`config.mk`:
```
export PLATFORM = sky130hd
export DESIGN_NAME = serial_adder_ctrl
export DESIGN_NICKNAME = d
export VERILOG_FILES = /design/src/rtl/serial_adder_ctrl.sv
export SDC_FILE = /design/constraint.sdc
export NUM_CORES = 1
export LEC_CHECK = 0
export CAP_MARGIN = 20
export CORE_MARGIN = 8
export CORE_UTILIZATION = 30
export DETAILED_ROUTE_END_ITERATION = 16
export SKIP_LAST_GASP = 1
export SLEW_MARGIN = 20
export SYNTH_ARGS = -nofsm -noshare
export SYNTH_HDL_FRONTEND = slang
export SYNTH_SLANG_ARGS = --single-unit
```
`constraint.sdc`:
```
create_clock -name clk -period 2.65 [get_ports clk]
set_input_delay 0.265 -clock clk [delete_from_list [all_inputs] [get_ports clk]]
set_output_delay 0.265 -clock clk [all_outputs]
set_load 0.1 [all_outputs]
```
`src/rtl/serial_adder_ctrl.sv`:
```
// -----------------------------------------------------------------------------
// serial_adder_ctrl
//
// Purpose:
//   Multi-cycle adder sequencer. It adds two WIDTH-bit operands with a single
//   4-bit fullAdder2_4bit slice. One nibble is processed per cycle, LSB nibble
//   first. A carry register chains each slice into the next. A start/busy/done
//   handshake lets the caller issue wide adds without extra adder hardware.
//
// Optional feature (compile-time macro SERIAL_ADDER_SUB_EN):
//   When the macro is defined, the block gains a 'sub' input. An accepted start
//   with sub=1 computes a - b modulo 2^WIDTH. In that case cout=1 means no
//   borrow occurred.
//
// Ports:
//   clk   in   1      system clock, rising edge
//   rst   in   1      asynchronous, active-high reset
//   start in   1      request a new add; only sampled in IDLE
//   a, b  in   WIDTH  operands, captured on an accepted start
//   cin   in   1      carry into nibble 0, captured on an accepted start
//   sub   in   1      (SERIAL_ADDER_SUB_EN only) subtract select
//   busy  out  1      high in RUN and DONE
//   done  out  1      one-cycle pulse; sum/cout are final
//   sum   out  WIDTH  result register
//   cout  out  1      carry out of the most significant nibble
// -----------------------------------------------------------------------------

// 4-bit ripple-carry slice built from gate-level full adders.
module fullAdder2_4bit (
  input  logic [3:0] a,
  input  logic [3:0] b,
  input  logic       cin,
  output logic [3:0] s,
  output logic       cout
);
  logic [4:0] c;

  assign c[0] = cin;

  for (genvar i = 0; i < 4; i++) begin : g_bit
    assign s[i]   = a[i] ^ b[i] ^ c[i];
    assign c[i+1] = (a[i] & b[i]) | (c[i] & (a[i] ^ b[i]));
  end

  assign cout = c[4];
endmodule

module serial_adder_ctrl #(
  parameter int WIDTH = 16
) (
  input  logic             clk,
  input  logic             rst,
  input  logic             start,
  input  logic [WIDTH-1:0] a,
  input  logic [WIDTH-1:0] b,
  input  logic             cin,
`ifdef SERIAL_ADDER_SUB_EN
  input  logic             sub,
`endif
  output logic             busy,
  output logic             done,
  output logic [WIDTH-1:0] sum,
  output logic             cout
);
  localparam int NSLICE = WIDTH / 4;
  localparam int IDX_W  = (NSLICE > 1) ? $clog2(NSLICE) : 1;
  localparam logic [IDX_W-1:0] LAST_IDX = IDX_W'(NSLICE - 1);

  typedef enum logic [1:0] {
    IDLE = 2'd0,
    RUN  = 2'd1,
    DONE = 2'd2
  } state_t;

  state_t state, state_nxt;

  logic [WIDTH-1:0] a_reg, b_reg, sum_q;
  logic             carry, cout_q, sub_reg;
  logic [IDX_W-1:0] idx;

  logic [3:0] slice_a, slice_b, slice_s;
  logic       slice_cout;
  logic       last_slice;
  logic       init_carry;

`ifdef SERIAL_ADDER_SUB_EN
  // Subtraction is a + ~b + 1, so the carry-in is forced high and cin ignored.
  assign init_carry = sub ? 1'b1 : cin;
`else
  assign init_carry = cin;
  assign sub_reg    = 1'b0;
`endif

  // Nibble selection. {idx, 2'b00} is 4*idx without a multiplier.
  assign slice_a    = a_reg[{idx, 2'b00} +: 4];
  assign slice_b    = b_reg[{idx, 2'b00} +: 4] ^ {4{sub_reg}};
  assign last_slice = (idx == LAST_IDX);

  fullAdder2_4bit u_slice (
    .a    (slice_a),
    .b    (slice_b),
    .cin  (carry),
    .s    (slice_s),
    .cout (slice_cout)
  );

  // State register.
  always_ff @(posedge clk or posedge rst) begin
    if (rst) state <= IDLE;
    else     state <= state_nxt;
  end

  // Next-state logic.
  always_comb begin
    // NOTE: assigning a default first keeps every path driven, so no latch is inferred.
    state_nxt = state;
    unique case (state)
      IDLE:    if (start)      state_nxt = RUN;
      RUN:     if (last_slice) state_nxt = DONE;
      DONE:    state_nxt = IDLE;
      default: state_nxt = IDLE;
    endcase
  end

  // Output logic.
  always_comb begin
    busy = 1'b0;
    done = 1'b0;
    unique case (state)
      RUN:     busy = 1'b1;
      DONE:    begin busy = 1'b1; done = 1'b1; end
      default: ;
    endcase
  end

  // Datapath. Everything is cleared on reset so that no partial result survives an abort.
  always_ff @(posedge clk or posedge rst) begin
    if (rst) begin
      // NOTE: sequential state uses non-blocking assignments so all registers update together.
      a_reg  <= '0;
      b_reg  <= '0;
      carry  <= 1'b0;
      idx    <= '0;
      sum_q  <= '0;
      cout_q <= 1'b0;
    end else begin
      unique case (state)
        IDLE: if (start) begin
          a_reg <= a;
          b_reg <= b;
          carry <= init_carry;
          idx   <= '0;
          sum_q <= '0;
        end
        RUN: begin
          sum_q[{idx, 2'b00} +: 4] <= slice_s;
          carry                    <= slice_cout;
          if (last_slice) cout_q <= slice_cout;
          else            idx    <= idx + 1'b1;
        end
        default: ;
      endcase
    end
  end

`ifdef SERIAL_ADDER_SUB_EN
  always_ff @(posedge clk or posedge rst) begin
    if (rst)                         sub_reg <= 1'b0;
    else if (state == IDLE && start) sub_reg <= sub;
  end
`endif

  assign sum  = sum_q;
  assign cout = cout_q;
endmodule

```
; Yosys cells after proc, flatten, opt, wreduce, memory -nomap -nowiden
; Index checks and enable logic that the tools add are counted.
[op_classes]
shifts = 4
add_sub_neg = 2
eq_ne = 6
reduce_logical = 8
bitwise = 20
muxes = 13
[ops]
columns = cell, n
row1 = $pmux W16 S2, 1
row2 = $shiftx A16 B5 Y4, 2
row3 = $bwmux W16, 1
row4 = $mux W16, 1
row5 = $shift A4 B6 Y16 const A, 1
row6 = $shiftx A4 B6 Y16, 1
row7 = $and A1 B1 Y1, 8
row8 = $mux W2, 4
row9 = $pmux W2 S2, 2
row10 = $reduce_and A2 Y1, 4
row11 = $xor A1 B1 Y1, 8
row12 = $ne A2 B2 Y1 const B, 3
row13 = $neg A4 Y6, 1
row14 = $eq A2 B2 Y1 const B, 2
row15 = $or A1 B1 Y1, 4
row16 = $mux W1, 3
row17 = $reduce_and A3 Y1, 1
row18 = $add A2 B1 Y2 const B, 1
row19 = $eq A2 B1 Y1 const B, 1
row20 = $logic_not A2 Y1, 1
row21 = $pmux W1 S2, 1
row22 = $reduce_bool A2 Y1, 1
row23 = $reduce_or A2 Y1, 1
[word_totals]
regBits = 54
out_inout_bits = 19
wordCells = 60
in_bits = 36

; Depth between registers and ports, before layout
; Gate-level depths: netlist (run 1).
[depth]
word_depth = 12
mapped_depth = 13
depth_no_buf = 12

; Cells and area by module
; Synthesis (run 1) repeated with hierarchy kept, for this count alone.
[unflattened]
hier_cells = 206
area_unflattened_um2 = 2750.1
[by_module_without_submodules]
columns = module, instances, area_each_um2, cells_per_inst
row1 = serial_adder_ctrl, 1, 2632.5, 192
row2 = fullAdder2_4bit, 1, 117.6, 14

; Worst setup path before layout (run 1)
; No wires, ideal clock.
[synth_timing]
kind = flip-flop to flip-flop
from = register idx[1]
to = register sum_q[11], in the netlist sum[11]
slack_ns = -0.251
path_stages_with_launch = 14
path_buffers = 1
arrival_ns = 2.776
required_time_ns = 2.525
cell_sequence = dfrtp_1 clkbuf_1 mux4_2 inv_1 fa_1 inv_1 fa_1 inv_1 fa_1 inv_1 fa_1 inv_1 nor4_1 mux2_2
[synth_between]
elab_chain_len = 12
[synth_lines]
columns = item, line
row1 = start: declaration, 79  ; logic [IDX_W-1:0] idx;
row2 = start signal: assignment, 159  ; else idx <= idx + 1'b1;
row3 = $shiftx A16 B5 Y4 (on tied branches), "95, 96"
row4 = $xor A1 B1 Y1, "41, 42"
row5 = $and A1 B1 Y1, 42  ; assign c[i+1] = (a[i] & b[i]) | (c[i] & (a[i] ^ b[i]));
row6 = $or A1 B1 Y1, 42
row7 = $and A1 B1 Y1, 42
row8 = $or A1 B1 Y1, 42
row9 = $and A1 B1 Y1, 42
row10 = $or A1 B1 Y1, 42
row11 = $xor A1 B1 Y1, 41  ; assign s[i] = a[i] ^ b[i] ^ c[i];
row12 = $shiftx A4 B6 Y16, 156  ; sum_q[{idx, 2'b00} +: 4] <= slice_s;
row13 = $bwmux W16 (*), 156
row14 = $pmux W16 S2 (*), 147  ; unique case (state)
row15 = end signal: indexed assignment, 156
row16 = end: declaration, 77  ; logic [WIDTH-1:0] a_reg, b_reg, sum_q;
; Every way passes the cells marked *; elsewhere a longest branch is shown, timed or not.
; A chain may end at the register's enable or synchronous reset.

; Final worst setup path (run 1)
[layout_timing]
from = register idx[0]
to = register sum_q[7], in the netlist sum[7]
; Same word-level chain as after synthesis.

==> flow_metrics.py, run 1 <==
metrics = {
    "power_and_ir_drop": {
        "power_density_nw_per_um2": 1390,
        "totalPowerFinal_mw": 4.80,
        "comb_power_share_pct": 61.8,
        "netSwitchingFraction_pct": 46.0,
        "power_frac_clock_pct": 10.5,
        "ir_drop_mv": 0.468,
        "p_int_mw": 2.59,
        "seq_power_share_pct": 27.7,
        "p_switching_mw": 2.21,
        "p_leak_nw": 1.49,
    },
    "synth": {
        "yosysTopAreaCellShare_pct": 51.5,
        "syn-instance-count": 198,
        "synth_top_flop_cell": "dfrtp_1",
        "synthTopCellsByArea": "dfrtp_1 51%, mux2_2 16%, mux4_2 6.9%, ha_1 3.3%, fa_1 3.0%",
        "synth-seq-cells": 54,
        "synth_seq_area_share_pct": 51.5,
        "syn_area_sq_um": 2630,
        "synth_cell_types": 28,
        "avgSynthCellArea_sq_um": 13.3,
        "yosys_warnings": 0,
        "synth_nets": 245,
        "synthArstFlopShare_pct": 100,
        "synth_edf_count": 0,
        "synth_area_leader_cell": "dfrtp_1",
    },
    "cts": {
        "root_buffer": "clkbuf_8",
        "cts.sinks": 54,
        "cts_tree": "done",
        "cts_buffers": 5,
        "clockBufferDepth": 2,
        "htree_levels": 2,
        "clk_latency_ns": 0.31,
        "clk_pin_slew_ns": 0.10,
    },
    "routing": {
        "ant_nets": 0,
        "routed_wl_microns": 5850,
        "vias_per_cell": 4.72,
        "drt_iter0_drc": 60,
        "drtPass1Iterations": 4,
        "num_vias": 1732,
        "wire_per_inst_microns": 15.9,
        "drc_errors": 0,
    },
    "worst_hold_path": {
        "hp-class": "in -> async",
    },
    "worst_setup_path": {
        "crit_path_end_kind": "flop",
        "path_cells": "mux4_2, inv_2, fa_2, inv_2, fa_2, inv_2, fa_2, inv_2, fa_1, inv_2, buf_6, o41ai_4",
        "crit_fanout": 3,
        "critPathRequiredTime_ns": 2.86,
        "cp_common_cell": "inv_2",
        "crit_type": "reg -> reg",
        "critical-path-slowest-cell": "mux4_2",
        "worst_ep_arrival_time_ns": 3.02,
        "startpoint_type": "flop",
        "max_stage_delay_ns": 0.52,
    },
    "grt": {
        "first_global_vias": 1906,
        "grt_use_total_pct": 10.4,
        "grt_overflow": 0,
        "antenna_found_initial": 0,
        "grt_pass1_wl_microns": 9710,
        "grt_max_degree": 34,
    },
    "sta": {
        "worstMarginPinSlew_ns": 0.588,
        "setup_violations": 4,
        "fmax_ghz": 0.355,
        "hold_viol_final": 0,
        "clock_skew_ns": 0.00946,
        "drv_slew": 0,
        "whs_ns": 0.333,
        "maxSlewHeadroom_pct": 60.0,
        "final.min_clock_period_ns": 2.81,
        "finalWorstSetupSlack_ns": -0.164,
        "fin_crit_sh_pct": 106,
        "final.setup.tns_ns": -0.530,
        "rsz0062_at_grt": "yes",
    },
    "floorplanning": {
        "start_util_pct": 30.6,
        "rows": 34,
        "die_h_microns": 110,
        "dieArea_sq_um": 12000,
        "die_w_microns": 110,
        "io_pins": 55,
        "core_sq_um": 8590,
    },
    "layout": {
        "nets": 305,
        "area_delta_synth_final_pct": 31.2,
        "final_cell_area_sq_um": 3450,
        "layout-drive-gt1-share_pct": 39.0,
        "final_core_util_pct": 40.1,
        "n_antenna_cell": 0,
    },
    "placement": {
        "place_congestion": 0.762,
        "placed_cell_area_sq_um": 3280,
        "portBuffers": 54,
        "hpwl_microns": 4470,
    },
    "status": {
        "violations": "setup timing",
        "outcome": "finished with violations",
    },
    "run": {
        "maxCapViolations": 0,
    },
}
## final timing paths
path	from	depth (start not counted)	end	slack [ns]
worst max register to register	idx[0]	12	sum[7]	-0.16
worst min register to register	b_reg[8]	1	b_reg[8]	0.51
worst max-delay path	idx[0]	12	sum[7]	-0.16
min in group clk	b_reg[8]	1	b_reg[8]	0.51
max in group asynchronous	rst	3	a_reg[12]	1.76
worst min-delay path	rst	2	b_reg[12]	0.33
## power groups by stage
| stage | Sequential, mW | Clock (mW) | Combinational (mW) |
|---|---|---|---|
| floorplan | 1.63 | 0 | 1.71 |
| global placement | 1.35 | 0 | 2.67 |
| detailed placement | 1.36 | 0 | 2.70 |
| CTS | 1.34 | 0.518 | 2.95 |
| global route | 1.38 | 0.550 | 3.22 |
| finish | 1.33 | 0.501 | 2.97 |
## placed cells by master, fill, tap and decap left out, types with 7 or more instances in the layout
cell,Yosys,routed
ha_1,7,7
inv_2,0,7
inv_1,17,10
buf_4,1,26
mux4_2,8,8
mux2_2,38,37
dfrtp_1,54,54
clkdlybuf4s50_1,0,35
o21ai_0,13,13
## worst max-delay path: cells and delay by family, from the launching register on
kind / cells / cell delay (ns)
AOI/OAI and AO/OA: 1 / 0.20
adders and majority gates: 4 / 1.18
buffers and inverters: 6 / 0.38
DFF: 1 / 0.43
muxes: 1 / 0.52
## synth_stat cells (all sizes together), types with 4 or more instances
cell type / number
buf: 6
mux4: 8
mux2: 38
dfrtp: 54
nor4: 4
nand2: 5
o41ai: 4
nor2: 5
fa: 4
ha: 7
clkbuf: 4
o21ai: 13
inv: 17
o31ai: 9
## what timing repair did
item / 4_1_cts / 5_1_grt
endpoints found under the setup margin: 6 / 10
pin swaps: 5 / 2
gates resized for setup: 14 / 3
hold buffers: 0 / 0
setup buffers: 1 / 0
## cell families (layout without fill, tap and decap cells)
logic type / after synthesis / in the layout / synth area share (%)
AOI/OAI and AO/OA: 32 / 32 / 8.34
buffers and inverters: 27 / 88 / 4.29
DFF: 54 / 54 / 51.5
and+or+nand+nor: 27 / 27 / 5.53
adders and majority gates: 11 / 11 / 6.38
muxes: 47 / 47 / 24.0
## area by class of cell
| class | instances | area, sq um |
|---|---|---|
| well taps | 108 | 135 |
| inverters | 17 | 63.8 |
| repair buffers | 63 | 577 |
| flip-flops and latches | 54 | 1350 |
| multi-input cells | 117 | 1220 |
| fillers | 837 | 5150 |
| clock inverters | 2 | 16.3 |
| clock buffers | 6 | 82.6 |
## routing by layer
| layer | vias up | global-route usage, % | share of wire, % |
|---|---|---|---|
| met5 | - | 0 | 0 |
| met3 | 6 | 2.81 | 5.8 |
| met4 | 0 | 2.89 | 0.79 |
| li1 | 832 | - | - |
| met1 | 859 | 13.0 | 45 |
| met2 | 35 | 17.3 | 49 |
## per-stage QoR
step | worst slack, ns | cells
floorplan | -0.193 | 198
global placement | -0.163 | 358
detailed placement | -0.233 | 358
CTS | -0.199 | 367
global route | -0.298 | 367
finish | -0.164 | 367
No activity file was read; power rests on OpenSTA's default activity.
==> run 2, diff against run 1 <==
CTS_CLUSTER_DIAMETER = 100   (was not set)
PLACE_DENSITY = 0.62   (was not set)
==> run 2 against run 1 <==
  * The flow still finishes with violations (setup timing)
  * Sequential cell count unchanged
  * Combinational power increased by 2%
  * First-iteration DRC count decreased by 40%
  * Cell count is 1.1% higher
  * Clock skew increased by 0.00071 ns
  * Routed wire length grew 4.2%
  * Clock-buffer cell count stayed put
==> flow_metrics.py, run 2 (synthesis gave the netlist of run 1 again) <==
metrics = {
    "worst_setup_path": {
        "max_stage_delay_ns": 0.51,
        "reg2regPathDepth": 12,
        "crit_path_end_kind": "flop",
        "r2r_slack_ns": -0.14,
        "crit_type": "reg -> reg",
        "crit_fanout": 3,
        "cp_common_cell": "inv_2",
        "critPathRequiredTime_ns": 2.85,
        "startpoint_type": "flop",
        "startpoint": "idx[0]",
        "critical-path-slowest-cell": "mux4_2",
        "rr_endpoint": "sum[11]",
        "worst_ep_arrival_time_ns": 2.99,
        "crit-reg2reg-launch": "idx[0]",
        "path_cells": "mux4_2, inv_2, fa_2, inv_2, fa_2, inv_2, fa_2, inv_2, fa_1, inv_2, nor4_2, mux2_4",
        "endpoint": "sum[11]",
    },
    "routing": {
        "drc_errors": 0,
        "num_vias": 1806,
        "wire_per_inst_microns": 16.4,
        "drtPass1Iterations": 4,
        "ant_nets": 0,
        "routed_wl_microns": 6090,
        "vias_per_cell": 4.87,
        "drt_iter0_drc": 36,
    },
    "status": {
        "violations": "setup timing",
        "outcome": "finished with violations",
    },
    "power_and_ir_drop": {
        "seq_power_share_pct": 26.5,
        "totalPowerFinal_mw": 5.07,
        "p_switching_mw": 2.26,
        "power_frac_clock_pct": 13.7,
        "p_leak_nw": 1.52,
        "netSwitchingFraction_pct": 44.5,
        "p_int_mw": 2.82,
        "ir_drop_mv": 0.541,
        "comb_power_share_pct": 59.8,
        "power_density_nw_per_um2": 1450,
    },
    "floorplanning": {
        "rows": 34,
        "dieArea_sq_um": 12000,
        "core_sq_um": 8590,
        "io_pins": 55,
        "start_util_pct": 30.6,
        "die_w_microns": 110,
        "die_h_microns": 110,
    },
    "grt": {
        "first_global_vias": 1978,
        "antenna_found_initial": 0,
        "grt_overflow": 0,
        "grt_max_degree": 34,
        "grt_pass1_wl_microns": 10100,
        "grt_use_total_pct": 10.7,
    },
    "placement": {
        "dp_slack_ns": -0.220,
        "place_inst": 362,
        "hpwl_microns": 4590,
        "portBuffers": 54,
        "placed_cell_area_sq_um": 3300,
        "place_congestion": 0.723,
    },
    "cts": {
        "htree_levels": 2,
        "root_buffer": "clkbuf_8",
        "clockBufferDepth": 2,
        "cts_buffers": 5,
        "cts.sinks": 54,
        "cts_tree": "done",
        "ctsHoldBuffers": 0,
        "clk_latency_ns": 0.31,
        "clk_pin_slew_ns": 0.11,
    },
    "layout": {
        "layout-drive-gt1-share_pct": 40.3,
        "final_cell_area_sq_um": 3500,
        "final_cell_mix": "53 x dfrtp_1, 37 x mux2_2, 35 x clkdlybuf4s50_1, 31 x buf_4, 13 x o21ai_0",
        "nets": 309,
        "finalNonFillerCells": 371,
        "final_common_cell": "dfrtp_1",
        "n_antenna_cell": 0,
        "area_delta_synth_final_pct": 33.4,
    },
    "sta": {
        "final.min_clock_period_ns": 2.79,
        "rsz0062_at_grt": "yes",
        "fmax_ghz": 0.358,
        "setup_violations": 5,
        "clock_skew_ns": 0.0102,
        "worstMarginPinSlew_ns": 0.599,
        "hold_viol_final": 0,
        "final.setup.tns_ns": -0.432,
        "maxSlewHeadroom_pct": 59.2,
        "fin_crit_sh_pct": 105,
        "drv_slew": 0,
        "finalWorstSetupSlack_ns": -0.142,
    },
    "run": {
        "maxCapViolations": 0,
    },
    "worst_hold_path": {
        "hp-class": "in -> async",
    },
}
==> run 2: layout make-up <==
class	instances	area, sq um
timing repair buffer	67	594
clock buffer	6	82.6
sequential	54	1350
tap	108	135
inverter	17	63.8
multi-input combinational	117	1220
fill	834	5090
clock inverter	2	60.1
==> run 2: critical path: cells and delay by family (launching register included) <==
family,cells,cell delay (ns)
DFF,1,0.41
and+or+nand+nor,1,0.04
muxes,2,0.77
adders and majority gates,4,1.16
buffers and inverters,5,0.31
==> run 2: power groups by stage <==
stage	clock (mW)	combinational [mW]	sequential (mW)
2_1_floorplan	0	1.71	1.63
3_3_place_gp	0	2.76	1.36
3_5_place_dp	0	2.80	1.37
4_1_cts	0.696	2.93	1.35
5_1_grt	0.732	3.31	1.40
6_report	0.694	3.04	1.35
==> run 2: metal layers <==
metal  global-route usage [%]  part of all wire (%)  vias up
met5                        0                     0        -
met3                     2.58                   5.8        5
met1                     13.7                    45      914
li1                         -                     -      835
met2                     17.9                    49       52
met4                     2.31                  0.61        0
==> run 2: per-stage QoR <==
step                      util (%)  hold WS (ns)
after global routing          40.8         0.378
after global placement        38.4         0.484
after CTS                     40.4         0.342
after floorplan                  -         0.416
after detailed placement      38.4         0.491
final                         40.8         0.314
==> run 2: how the worst min path moves through the flow <==
| stage | from | end | slack (ns) | cells after the start |
|---|---|---|---|---|
| after floorplan | a[12] | a_reg[12] | 0.42 | 1 |
| after global placement | a_reg[8] | a_reg[8] | 0.48 | 1 |
| after detailed placement | a_reg[10] | a_reg[10] | 0.49 | 1 |
| after CTS | rst | b_reg[8] | 0.34 | 2 |
| after global routing | rst | b_reg[3] | 0.38 | 2 |
| final | rst | sum[8] | 0.31 | 2 |
==> run 2: timing repair <==
item / CTS / global route
setup buffers: 1 / 0
gates resized for setup: 12 / 6
endpoints found under the setup margin: 8 / 9
pin swaps: 7 / 1
